--- src/rtl/tblink_rpc_clkctrl_pkg.sv ---
// Command and status codes shared by the tblink controlled-clock controller.
package tblink_rpc_clkctrl_pkg;

  typedef enum logic [7:0] {
    CMD_GET_TIME    = 8'd1,
    CMD_SET_TIMER   = 8'd2,
    CMD_RELEASE     = 8'd3,
    CMD_SET_DIVISOR = 8'd4,
    CMD_HALT        = 8'd5
  } cmd_e;

  localparam logic [7:0] ST_OK          = 8'h00;
  localparam logic [7:0] ST_BAD_CHANNEL = 8'h01;
  localparam logic [7:0] ST_UNKNOWN     = 8'hFF;

endpackage

--- src/rtl/tblink_rpc_clkdiv.sv ---
// One controlled-clock channel: period 2*(div+1) uclocks, registered output.
// Keeps counting while high even when disabled, so a halt never truncates a high phase.
module tblink_rpc_clkdiv #(
  parameter int DIV_W = 32
) (
  input  logic             uclock,
  input  logic             reset,
  input  logic             en_i,
  input  logic             wr_i,
  input  logic [DIV_W-1:0] div_i,
  output logic             cclock_o,
  output logic             rise_o
);

  logic [DIV_W-1:0] div_q, div_d;
  logic [DIV_W-1:0] cnt_q, cnt_d;
  logic             clk_q, clk_d;
  logic             active;
  logic             wrap;

  always_comb begin
    active = en_i || clk_q;
    wrap   = active && (cnt_q == div_q);
    clk_d  = wrap ? ~clk_q : clk_q;
    div_d  = wr_i ? div_i : div_q;
    if (wr_i || !active || wrap) begin
      cnt_d = '0;
    end else begin
      cnt_d = cnt_q + 1'b1;
    end
  end

  always_ff @(posedge uclock or posedge reset) begin
    if (reset) begin
      div_q <= '0;
      cnt_q <= '0;
      clk_q <= 1'b0;
    end else begin
      div_q <= div_d;
      cnt_q <= cnt_d;
      clk_q <= clk_d;
    end
  end

  assign cclock_o = clk_q;
  assign rise_o   = wrap && !clk_q;

endmodule

--- src/rtl/tblink_rpc_clkctrl.sv ---
// Controlled-clock generator and time-keeper behind the cmd_in toggle handshake.
// Commands execute on the first edge they are pending; get toggles with 1-cycle latency.
module tblink_rpc_clkctrl
  import tblink_rpc_clkctrl_pkg::*;
#(
  parameter int N_CLOCKS         = 2,
  parameter int TIME_W           = 64,
  parameter int DIV_W            = 32,
  parameter int CMD_IN_PARAMS_SZ = 8,
  parameter int CMD_IN_RSP_SZ    = 8
) (
  input  logic                          uclock,
  input  logic                          reset,
  output logic [N_CLOCKS-1:0]           cclock,
  input  logic                          hreq_i,
  output logic                          hreq_o,
  input  logic [7:0]                    cmd_in,
  input  logic [7:0]                    cmd_in_sz,
  input  logic [8*CMD_IN_PARAMS_SZ-1:0] cmd_in_params,
  input  logic                          cmd_in_put_i,
  output logic                          cmd_in_get_i,
  output logic [8*CMD_IN_RSP_SZ-1:0]    cmd_in_rsp,
  output logic [7:0]                    cmd_in_rsp_sz
);

  logic                       run_q, run_d;
  logic                       armed_q, armed_d;
  logic                       hreq_q, hreq_d;
  logic                       get_q, get_d;
  logic [TIME_W-1:0]          count_q, count_d;
  logic [TIME_W-1:0]          target_q, target_d;
  logic [TIME_W-1:0]          count_inc;
  logic [8*CMD_IN_RSP_SZ-1:0] rsp_q, rsp_d;
  logic [7:0]                 rsp_sz_q, rsp_sz_d;
  logic [N_CLOCKS-1:0]        div_wr;
  logic [N_CLOCKS-1:0]        rise;
  logic [7:0]                 ch;
  logic [DIV_W-1:0]           div_val;
  logic                       pending, expire, en;
  logic                       unused_ok;

  assign en        = run_q && !hreq_i;
  assign pending   = cmd_in_put_i != get_q;
  assign ch        = cmd_in_params[7:0];
  assign div_val   = cmd_in_params[8 +: DIV_W];
  assign count_inc = count_q + 1'b1;
  // Equality against the wrapped sum keeps the compare correct across counter wrap.
  assign expire    = armed_q && rise[0] && (count_inc == target_q);
  assign unused_ok = ^{cmd_in_sz, cmd_in_params, rise};

  always_comb begin
    for (int k = 0; k < N_CLOCKS; k++) begin
      div_wr[k] = pending && (cmd_in == CMD_SET_DIVISOR) && (ch == 8'(k));
    end
  end

  always_comb begin
    run_d    = run_q;
    armed_d  = armed_q;
    hreq_d   = hreq_q;
    target_d = target_q;
    get_d    = get_q;
    rsp_d    = rsp_q;
    rsp_sz_d = rsp_sz_q;
    count_d  = rise[0] ? count_inc : count_q;
    if (expire) begin
      run_d   = 1'b0;
      armed_d = 1'b0;
      hreq_d  = 1'b1;
    end
    // Command writes come last so they win over a coincident expiry.
    if (pending) begin
      get_d    = cmd_in_put_i;
      rsp_d    = '0;
      rsp_sz_d = 8'd0;
      case (cmd_in)
        CMD_GET_TIME: begin
          rsp_d[TIME_W-1:0] = count_q;
          rsp_sz_d          = 8'd8;
        end
        CMD_SET_TIMER: begin
          target_d = count_q + cmd_in_params[TIME_W-1:0];
          armed_d  = 1'b1;
        end
        CMD_RELEASE: begin
          run_d  = 1'b1;
          hreq_d = 1'b0;
        end
        CMD_SET_DIVISOR: begin
          rsp_d[7:0] = (ch < 8'(N_CLOCKS)) ? ST_OK : ST_BAD_CHANNEL;
          rsp_sz_d   = 8'd1;
        end
        CMD_HALT: run_d = 1'b0;
        default: begin
          rsp_d[7:0] = ST_UNKNOWN;
          rsp_sz_d   = 8'd1;
        end
      endcase
    end
  end

  always_ff @(posedge uclock or posedge reset) begin
    if (reset) begin
      run_q    <= 1'b0;
      armed_q  <= 1'b0;
      hreq_q   <= 1'b0;
      get_q    <= 1'b0;
      count_q  <= '0;
      target_q <= '0;
      rsp_q    <= '0;
      rsp_sz_q <= 8'd0;
    end else begin
      run_q    <= run_d;
      armed_q  <= armed_d;
      hreq_q   <= hreq_d;
      get_q    <= get_d;
      count_q  <= count_d;
      target_q <= target_d;
      rsp_q    <= rsp_d;
      rsp_sz_q <= rsp_sz_d;
    end
  end

  for (genvar k = 0; k < N_CLOCKS; k++) begin : g_ch
    tblink_rpc_clkdiv #(.DIV_W(DIV_W)) u_div (
      .uclock   (uclock),
      .reset    (reset),
      .en_i     (en),
      .wr_i     (div_wr[k]),
      .div_i    (div_val),
      .cclock_o (cclock[k]),
      .rise_o   (rise[k])
    );
  end

  assign hreq_o        = hreq_q;
  assign cmd_in_get_i  = get_q;
  assign cmd_in_rsp    = rsp_q;
  assign cmd_in_rsp_sz = rsp_sz_q;

endmodule

--- config.mk ---
export PLATFORM = sky130hd
export DESIGN_NAME = tblink_rpc_clkctrl
export DESIGN_NICKNAME = d
export VERILOG_FILES = /design/src/rtl/tblink_rpc_clkctrl_pkg.sv /design/src/rtl/tblink_rpc_clkdiv.sv /design/src/rtl/tblink_rpc_clkctrl.sv
export SDC_FILE = /design/constraint.sdc
export NUM_CORES = 1
export LEC_CHECK = 0
export ABC_CLOCK_PERIOD_IN_PS = 15150
export CORE_MARGIN = 2
export CORE_UTILIZATION = 59
export DETAILED_ROUTE_END_ITERATION = 7
export PLACE_DENSITY = 0.83
export SLEW_MARGIN = 30
export SYNTH_ARGS = -nofsm -noshare
export SYNTH_HDL_FRONTEND = slang
export SYNTH_SLANG_ARGS = --single-unit
--- constraint.sdc ---
create_clock -name uclock -period 15.15 [get_ports uclock]
set_input_delay 3.7875 -clock uclock [delete_from_list [all_inputs] [get_ports uclock]]
set_output_delay 3.7875 -clock uclock [all_outputs]
set_load 0.01 [all_outputs]
---- After elaboration in Yosys (flattened, before gate mapping) ----
Index checks and enable logic that the tools add are counted.
word-level totals
  flip-flop bits (word level) ............. 334
  bits of input ports ..................... 84
  output and inout port bits .............. 76
  word-level logic and storage cells ...... 68
cells by class
  add/sub/neg operators ................... 4
  $lt $le $gt $ge ......................... 1
  eq/ne operators ......................... 10
  multiplexer cells ....................... 15
  bitwise logic cells ..................... 2
  reduce and logical (&&, ||, !) cells .... 22
operator list
  cell                                                 number
  adder 32 x 1 -> 32 bit, second input constant        2
  adder 64 x 1 -> 64 bit, second input constant        1
  adder 64 bit                                         1
  equality test 32 bit                                 2
  equality test 64 bit                                 1
  two-way mux 32 bit                                   2
  two-way mux 56 bit                                   1
  one-hot mux 8 bit (3 select lines)                   1
  equality test 8 x 1 -> 1 bit, second input constant  2
  equality test 8 x 2 -> 1 bit, second input constant  2
  equality test 8 x 3 -> 1 bit, second input constant  2
  logical AND 1 bit                                    9
  two-way mux 1 bit                                    9
  zero test 8 bit                                      1
  < comparator 8 x 2 -> 1 bit, second input constant   1
  one-hot mux 4 bit (2 select lines)                   1
  logical OR 1 bit                                     6
  zero test 1 bit                                      4
  OR reduction 3 bit                                   1
  inverter 1 bit                                       2
  one-hot mux 1 bit (2 select lines)                   1
  AND reduction 2 bit                                  1
  inequality test 1 bit                                1

---- Logic depth before layout (Yosys ltp) ----
Gate-level depths: netlist of the first run.
  depth after elaboration ................. 10
  depth in mapped cells ................... 14
  mapped depth without buffers ............ 14

---- Cells and area by module ----
Synthesis of the first run repeated with hierarchy kept, for this count alone.
second synthesis, totals
  cell total of the unflattened synthesis .. 2180
  area, all modules ....................... 20714.9 µm²
by module, submodules not included
  module              instances  cells each  area an instance (µm²)  seq. area each (µm²)
  tblink_rpc_clkctrl  1          1576        13758.2                 4954.8
  tblink_rpc_clkdiv   2          302         3478.3                  1626.6

---- Worst setup path after synthesis of the first run ----
No wires, ideal clock.
  kind .................................... input to register
  start ................................... input cmd_in_params[0]
  end ..................................... register target_q[52]
  setup time .............................. 0.095 ns
  data arrival time ....................... 6.725 ns
  required time ........................... 15.055 ns
  slack ................................... 8.330 ns
  cell stages on the path ................. 14
  buffers on the path ..................... 0
  cells stage by stage .................... ha_1 -> inv_1 -> fa_1 -> nor2b_1 -> o31ai_1 -> a2111oi_0 -> o21ba_2 -> o21a_1 -> nor2_1 -> a2111oi_1 -> o21ai_1 -> a21oi_1 -> nor3_1 -> o31ai_1
between the ends
  cells in the longest elaborated chain, start to end .. 1
RTL lines
  element                 line                       source
  start: declaration      tblink_rpc_clkctrl.sv:19   input logic [8*CMD_IN_PARAMS_SZ-1:0] cmd_in_params,
  adder 64 bit            tblink_rpc_clkctrl.sv:82   target_d = count_q + cmd_in_params[TIME_W-1:0];
  end signal: assignment  tblink_rpc_clkctrl.sv:118  target_q <= target_d;
  end: declaration        tblink_rpc_clkctrl.sv:31   logic [TIME_W-1:0] target_q, target_d;
Every way passes these cells.
A chain may end at the register's enable or synchronous reset.

---- Final worst setup path of the first run ----
Ends and elaborated chain as after synthesis.

==> metrics.md, run 1 <==
| Metric | Value |
|---|---|
| Status | `completed` |
| Net switching power | `619 uW` |
| Tcrit/Tclk final | `a little over half` |
| Origin of the critical flop-to-flop path | `count_q[0]` |
| Top cells by area, synth | `dfrtp_1, xnor2_1, nand2_1` |
| Cell type with the largest total area after synthesis | `dfrtp_1` |
| Layout area overhead | `14.8%` |
| Synthesized area | `19600 sq um` |
| Core area | `32600 sq um` |
| H-tree lvl count | `2` |
| Logic pwr share | `15.8%` |
| Commonest non-fill, non-tap cells in the layout | `nand2_1, dfrtp_1, xnor2_1` |
| Final ANT Viol Nets | `0` |
| Vias | `roughly 17k` |
| Commonest non-fill, non-tap cell in the layout | `nand2_1` |
| Drt total wl | `55.6 mm` |
| VDD IR max | `0.0635 mV` |
| DP Worst Slack | `a little under 7 ns` |
| Largest net degree at the start of global routing | `107` |
| Cell Count, Final, Fillers Out | `2709` |
| Clk pwr share | `40.8%` |
| Sw Share | `28.6%` |
| Layout cell share with drive strength beyond 1 | `approximately 7.5%` |
| Hold WC Path Type | `reg -> reg` |
| Post_cts resized | `0` |
| Mapped Cells | `between 2k and 2.5k` |
| Number of synthesized flops with an enable pin | `0` |
| Routed wire length per instance | `20.5 microns` |
| Die width | `approximately 190 microns` |
| Worst R2R End | `target_q[52]` |
| Worst-skew pair later-pin latency | `roughly 0.52 ns` |
| Post-synthesis async set-or-reset flop share | `100%` |
| Initial Util | `60.1%` |
| DR pass1 iterations | `5` |
| WP data required | `15.58 ns` |
| Critical path fanouts, max | `6` |
| Synth cell types | `79` |
| CTS Sinks | `328` |
| Final core utilization | `69.0%` |
| Cell Area, Placed | `21300 sq um` |
| Die height | `186 microns` |
| Antenna diodes | `0` |
| Hold Vio Cnt, Final | `0` |
| Post-Layout Inst Area | `22500 sq um` |
| Worst hold stages | `2` |
| CTS clk-pin slew, worst paths | `0.07 ns` |
| CP Class | `in -> reg` |
| Post-synth top flop | `dfrtp_1` |
| Input/output buffers | `145` |
| Syn. warnings | `0` |
| Total CTS buffers | `36` |
| Pwr dens | `96.3 nW/um^2` |
| Yosys reg bits | `328` |
| Vias per Instance | `6.13` |
| Worst r2r path cells | `15` |
| First-pass GRT wire length | `87.6 mm` |
| Root Driver | `clkbuf_16` |
| Vias in the first global route | `16.3k` |
| Placer congestion estimate | `0.962` |
| IO Pins | `160` |
| 1st-iter DRT viols | `1440` |
| Clock tree buffer depth | `3` |
| Initial antenna violation count | `1` |
| Number of max-cap violations | `0` |
| Hold_sp | `cmd_in_rsp[8]` |
| CP arrival | `8.32 ns` |
| Final number of setup-violating endpoints | `0` |
| Seq pwr share | `a little over two fifths` |
| Dpl cells | `2648` |
| CTS Hold Bufs | `0` |
| Slew @ Worst Pin | `~1.1 ns` |
| Final WS setup | `7.26 ns` |
| Post-DP HPWL | `41.1 mm` |
| Final Skew | `0.0107 ns` |
| Startpoint types | `primary input` |
| Crit. End Element | `register` |
| Tmin final | `between 7 and 8 ns` |
| Syn avg cell area | `9.14 sq um` |
| Die area | `approximately 35000 sq um` |
| Slew margin rel. | `28.0%` |
| Std-Cell Rows | `66` |
| Fin. max-slew vios | `0` |
| R2R Setup Slk | `10.49 ns` |
| CTS tree | `done` |
| RSZ-0062 raised after global routing | `false` |
| Post-CTS Repair Setup Buffers | `0` |
| Fmax | `0.127 GHz` |
| Final setup TNS | `0 ns` |
| Sequential cell area fraction in the yosys report | `41.9%` |
| Nets@finish | `2395` |
| GRT Residual Overflow | `0` |
| Int Power | `1550 uW` |
| Synth top area share | `41.9%` |
| Total GRT Usage | `32.4%` |
| Number of remaining DRC errors | `0` |
| LEAKAGE | `between 0.009 and 0.01 uW` |
| Worst Hold End | `cmd_in_rsp[8]` |
==> routing by layer <==
metal	GRT usage (%)	wire length (microns)	vias up
li1	-	-	7650
met1	43.8	23200	8190
met2	53.3	26800	660
met3	4.65	3660	112
met4	12.1	1870	2
met5	0	12	-
==> worst max-delay path, stage by stage <==
cell and delay [ns]:
clkdlybuf4s50_1 0.52, ha_1 0.21, inv_1 0.06, fa_1 0.41, nor2b_1 0.16, o31ai_1 0.13, a2111oi_1 0.94, o21ba_2 0.28
o21a_1 0.14, nor2_1 0.09, a2111oi_1 0.49, buf_4 0.22, o21ai_1 0.13, a21oi_1 0.41, nor3_1 0.08, o31ai_1 0.25
==> cells by family (layout without fill, tap and decap cells) <==
logic type                 after synthesis  count (layout)  share of synthesized area, %
adders and majority gates               67              67                          4.31
and+or+nand+nor                        823             823                          20.0
buffers and inverters                  134             251                          2.89
DFF                                    328             328                          41.9
muxes                                   68              68                          3.89
other                                    1               6                        0.0191
AOI/OAI and AO/OA                      394             394                          12.3
xor gates and xnor gates               330             330                          14.7
==> flip-flops by register name (all words and copies together), names as in the netlist <==
register	flops
count_q	64
cmd_in_get_i	1
cmd_in_rsp_sz	2
g_ch.u_div.cnt_q	64
run_q	1
cmd_in_rsp	64
g_ch.u_div.div_q	64
target_q	64
hreq_o	1
armed_q	1
g_ch.u_div.cclock_o	2
==> power by group through the flow <==
stage | clock [uW] | sequential (uW) | combinational (uW)
detailed placement | 0 | 956 | 334
finish | 885 | 941 | 342
floorplan | 0 | 938 | 237
global route | 932 | 943 | 371
CTS | 892 | 940 | 337
global placement | 0 | 955 | 326
==> layout make-up <==
| type | count | area (sq um) |
|---|---|---|
| multi-input cells | 1688 | 10900 |
| fillers | 2545 | 10100 |
| clock inverters | 15 | 184 |
| clock buffers | 46 | 980 |
| flip-flops and latches | 328 | 8210 |
| repair buffers | 159 | 1570 |
| inverters | 31 | 124 |
| well taps | 442 | 553 |
==> cells in the mapped netlist, types with 4 or more instances <==
cell       number
nand2_1       330
dfrtp_1       328
xnor2_1       218
nor2_1        163
o21ai_0       148
xor2_1        112
a21oi_1        84
nand3_1        83
clkbuf_1       72
ha_1           66
mux2_2         66
nand4_1        52
and3_1         41
a21o_1         32
nor3_1         32
inv_1          28
or3_1          21
nor4_1         19
a31oi_1        17
o31ai_1        17
o21a_1         16
buf_2          14
buf_4          12
nor2b_1        12
o21ai_1        12
o21bai_1       11
or4_1          11
and4_1         10
nand2b_1       10
and2_1          8
o211ai_1        8
a211oi_1        7
nor3b_1         6
a221oi_1        4
buf_1           4
o2111ai_1       4
o31a_1          4
or2_2           4
==> per-stage QoR <==
| step | hold slack, ns | power [uW] |
|---|---|---|
| 4_1_cts | 0.483 | 2170 |
| 2_1_floorplan | 0.454 | 1170 |
| 6_report | 0.480 | 2170 |
| 3_5_place_dp | 0.470 | 1290 |
| 5_1_grt | 0.500 | 2250 |
| 3_3_place_gp | 0.463 | 1280 |
==> how the worst max path moves through the flow <==
stage                                 from           end  cells after the start
final                     cmd_in_params[0]  target_q[52]                     16
after global routing      cmd_in_params[0]  target_q[52]                     16
after CTS                 cmd_in_params[0]  target_q[52]                     16
after detailed placement  cmd_in_params[0]  target_q[52]                     16
after global placement    cmd_in_params[0]  target_q[52]                     16
after floorplan                      reset       armed_q                      1
(Power assumes the default switching activity.)
==> inputs of run 2 (changes only) <==
--- a/config.mk
+++ b/config.mk
@@ -5,7 +5,7 @@
 export SDC_FILE = /design/constraint.sdc
 export NUM_CORES = 1
 export LEC_CHECK = 0
-export ABC_CLOCK_PERIOD_IN_PS = 15150
+export ABC_CLOCK_PERIOD_IN_PS = 8100
 export CORE_MARGIN = 2
 export CORE_UTILIZATION = 59
 export DETAILED_ROUTE_END_ITERATION = 7
==> constraint.sdc (replaced) <==
create_clock -name uclock -period 8.1 [get_ports uclock]
set_input_delay 2.025 -clock uclock [delete_from_list [all_inputs] [get_ports uclock]]
set_output_delay 2.025 -clock uclock [all_outputs]
set_load 0.01 [all_outputs]
==> run 2 against run 1 <==
Against the previous run: sequential power rose by 87%; die area is the same; clock skew grew 0.0021 ns; critical path type unchanged; highest routed layer is now met4.
==> metrics.md, run 2 (same netlist as run 1, synthesis figures left out) <==
| Metric | Value |
|---|---|
| Initial antenna violation count | `0 (-1)` |
| Antenna diodes | `0 (unchanged)` |
| Vias in the first global route | `16.4k (+0.45%)` |
| Number of max-cap violations | `0 (unchanged)` |
| Input/output buffers | `145 (unchanged)` |
| Nets@finish | `2397 (+0.084%)` |
| Fin. max-slew vios | `0 (unchanged)` |
| Hold_ws | `0.476 ns (-0.00380 ns)` |
| Layout area overhead | `15.3%` |
| Tcrit/Tclk final | `71.7%` |
| Die area | `34700 sq um (unchanged)` |
| Crit. End Element | `register` |
| Final ANT Viol Nets | `0 (unchanged)` |
| CP arrival | `6.22 ns (-2.10 ns)` |
| IO Pins | `160 (unchanged)` |
| WP data required | `8.52 ns (-7.06 ns)` |
| Dpl cells | `2650 (+0.076%)` |
| First-pass GRT wire length | `87.7 mm (+0.15%)` |
| Startpoint types | `primary input` |
| Tmin final | `5.80 ns` |
| Pwr dens | `182 nW/um^2 (+89%)` |
| Placer congestion estimate | `0.973 (+1.1%)` |
| Vias per Instance | `6.17 (+0.54%)` |
| Layout cell share with drive strength beyond 1 | `7.79% (+0.25 points)` |
| Total GRT Usage | `32.4% (about the same)` |
| Commonest non-fill, non-tap cells in the layout | `nand2_1, dfrtp_1, xnor2_1` |
| Largest net degree at the start of global routing | `108 (+0.93%)` |
| Post-CTS Repair Setup Buffers | `0 (unchanged)` |
| Post-DP HPWL | `40.9 mm (-0.50%)` |
| Worst-skew pair later-pin latency | `0.52 ns (about the same)` |
| # fillers | `2513 (-1.3%)` |
| VDD IR max | `0.113 mV (+77%)` |
| Multi-input logic area | `10900 sq um (about the same)` |
| Status | `completed` |
| Fmax | `about 0.17 GHz` |
| Drt total wl | `55.8 mm (+0.40%)` |
| CP Class | `in -> reg` |
| Final number of setup-violating endpoints | `0 (unchanged)` |
| Slew @ Worst Pin | `0.852 ns (-0.225 ns)` |
| Die width | `186 microns (unchanged)` |
| Total power | `4110 uW (+90%)` |
| GRT Residual Overflow | `0 (unchanged)` |
| CTS Hold Bufs | `0 (unchanged)` |
| CTS clk-pin slew, worst paths | `0.06 ns (about the same)` |
| Hold WC Path Type | `reg -> reg` |
| Cell Area, Placed | `21400 sq um (+0.18%)` |
| Die height | `186 microns (unchanged)` |
| Cell Count, Final, Fillers Out | `2713 (+0.15%)` |
| Std-Cell Rows | `66 (unchanged)` |
| Hold Vio Cnt, Final | `0 (unchanged)` |
| LEAKAGE | `0.00996 uW (+0.54%)` |
| Initial Util | `60.1% (unchanged)` |
| Commonest non-fill, non-tap cell in the layout | `nand2_1` |
| RSZ-0062 raised after global routing | `false` |
| Total CTS buffers | `36 (unchanged)` |
| Critical path fanouts, max | `6 (unchanged)` |
| Vias | `16.7k (+0.69%)` |
| Core area | `32600 sq um (unchanged)` |
| Final Skew | `0.0128 ns (+0.00214 ns)` |
| Post-Layout Inst Area | `22600 sq um (+0.42%)` |
| Number of remaining DRC errors | `0 (unchanged)` |
| DR pass1 iterations | `5 (unchanged)` |
| H-tree lvl count | `2 (unchanged)` |
| Root Driver | `clkbuf_16` |
| Clock tree buffer depth | `3 (unchanged)` |
| Routed wire length per instance | `20.6 microns (+0.25%)` |
| Final setup TNS | `0 ns (unchanged)` |
| CTS tree | `done` |
| Register area | `8210 sq um (unchanged)` |
| 1st-iter DRT viols | `1533 (+6.5%)` |
| CTS Sinks | `328 (unchanged)` |
| Post_cts resized | `0 (unchanged)` |
| Slew margin rel. | `43.2% (+15 points)` |
==> run 2: changes by cell type in the layout (fill, tap and decap cells not counted), sizes merged <==
cell	change
buf	+2
inv	-2
clkinvlp	-1
clkbuf	+4
clkinv	+1
==> run 2: layout make-up <==
type / count / area share (%)
multi-input combinational: 1688 / 48.2
sequential: 328 / 36.3
timing repair buffer: 161 / 7.11
clock buffer: 50 / 4.67
tap: 442 / 2.45
clock inverter: 13 / 0.747
inverter: 31 / 0.531
==> run 2: power breakdown <==
group	switching (uW)	internal, uW	leakage, uW
registers	75.8	1690	0.00449
logic	413	230	0.00486
clock network	671	1040	0.000611
total	1160	2950	0.00996
==> run 2: final timing paths <==
path | cells after the start | slack [ns] | endpoint | start
max in group asynchronous | 4 | 4.68 | cmd_in_rsp[49] | reset
setup / recovery | 17 | 2.30 | target_q[52] | cmd_in_params[0]
hold reg to reg | 2 | 0.48 | cmd_in_rsp[8] | cmd_in_rsp[8]
hold / removal | 2 | 0.48 | cmd_in_rsp[8] | cmd_in_rsp[8]
min in group asynchronous | 3 | 1.99 | target_q[9] | reset
setup reg to reg | 16 | 3.76 | target_q[52] | count_q[0]
==> run 2: per-layer routing <==
metal,global-route usage [%],part of all wire [%],vias to the layer above
li1,-,-,7653
met1,42.8,41,8199
met2,53.8,48,726
met3,5.82,7.9,150
met4,11.6,3.7,0
met5,0,0,-
==> run 2: critical path: stages <==
cell and delay, ns:
clkdlybuf4s50_1 0.52, ha_1 0.21, inv_1 0.07, fa_1 0.42, nor2b_1 0.18, o31ai_1 0.13
a2111oi_0 0.51, buf_4 0.23, o21ba_2 0.17, o21a_1 0.14, nor2_1 0.09, a2111oi_1 0.42
buf_4 0.21, o21ai_1 0.15, a21oi_1 0.42, nor3_1 0.09, o31ai_1 0.24
==> run 2: per-stage QoR <==
step                      util (%)  worst slack, ns
after floorplan                  -             1.70
after global placement        65.4             2.03
after detailed placement      65.5             1.86
after CTS                     69.3             2.35
after global routing          69.3             2.09
final                         69.3             2.30
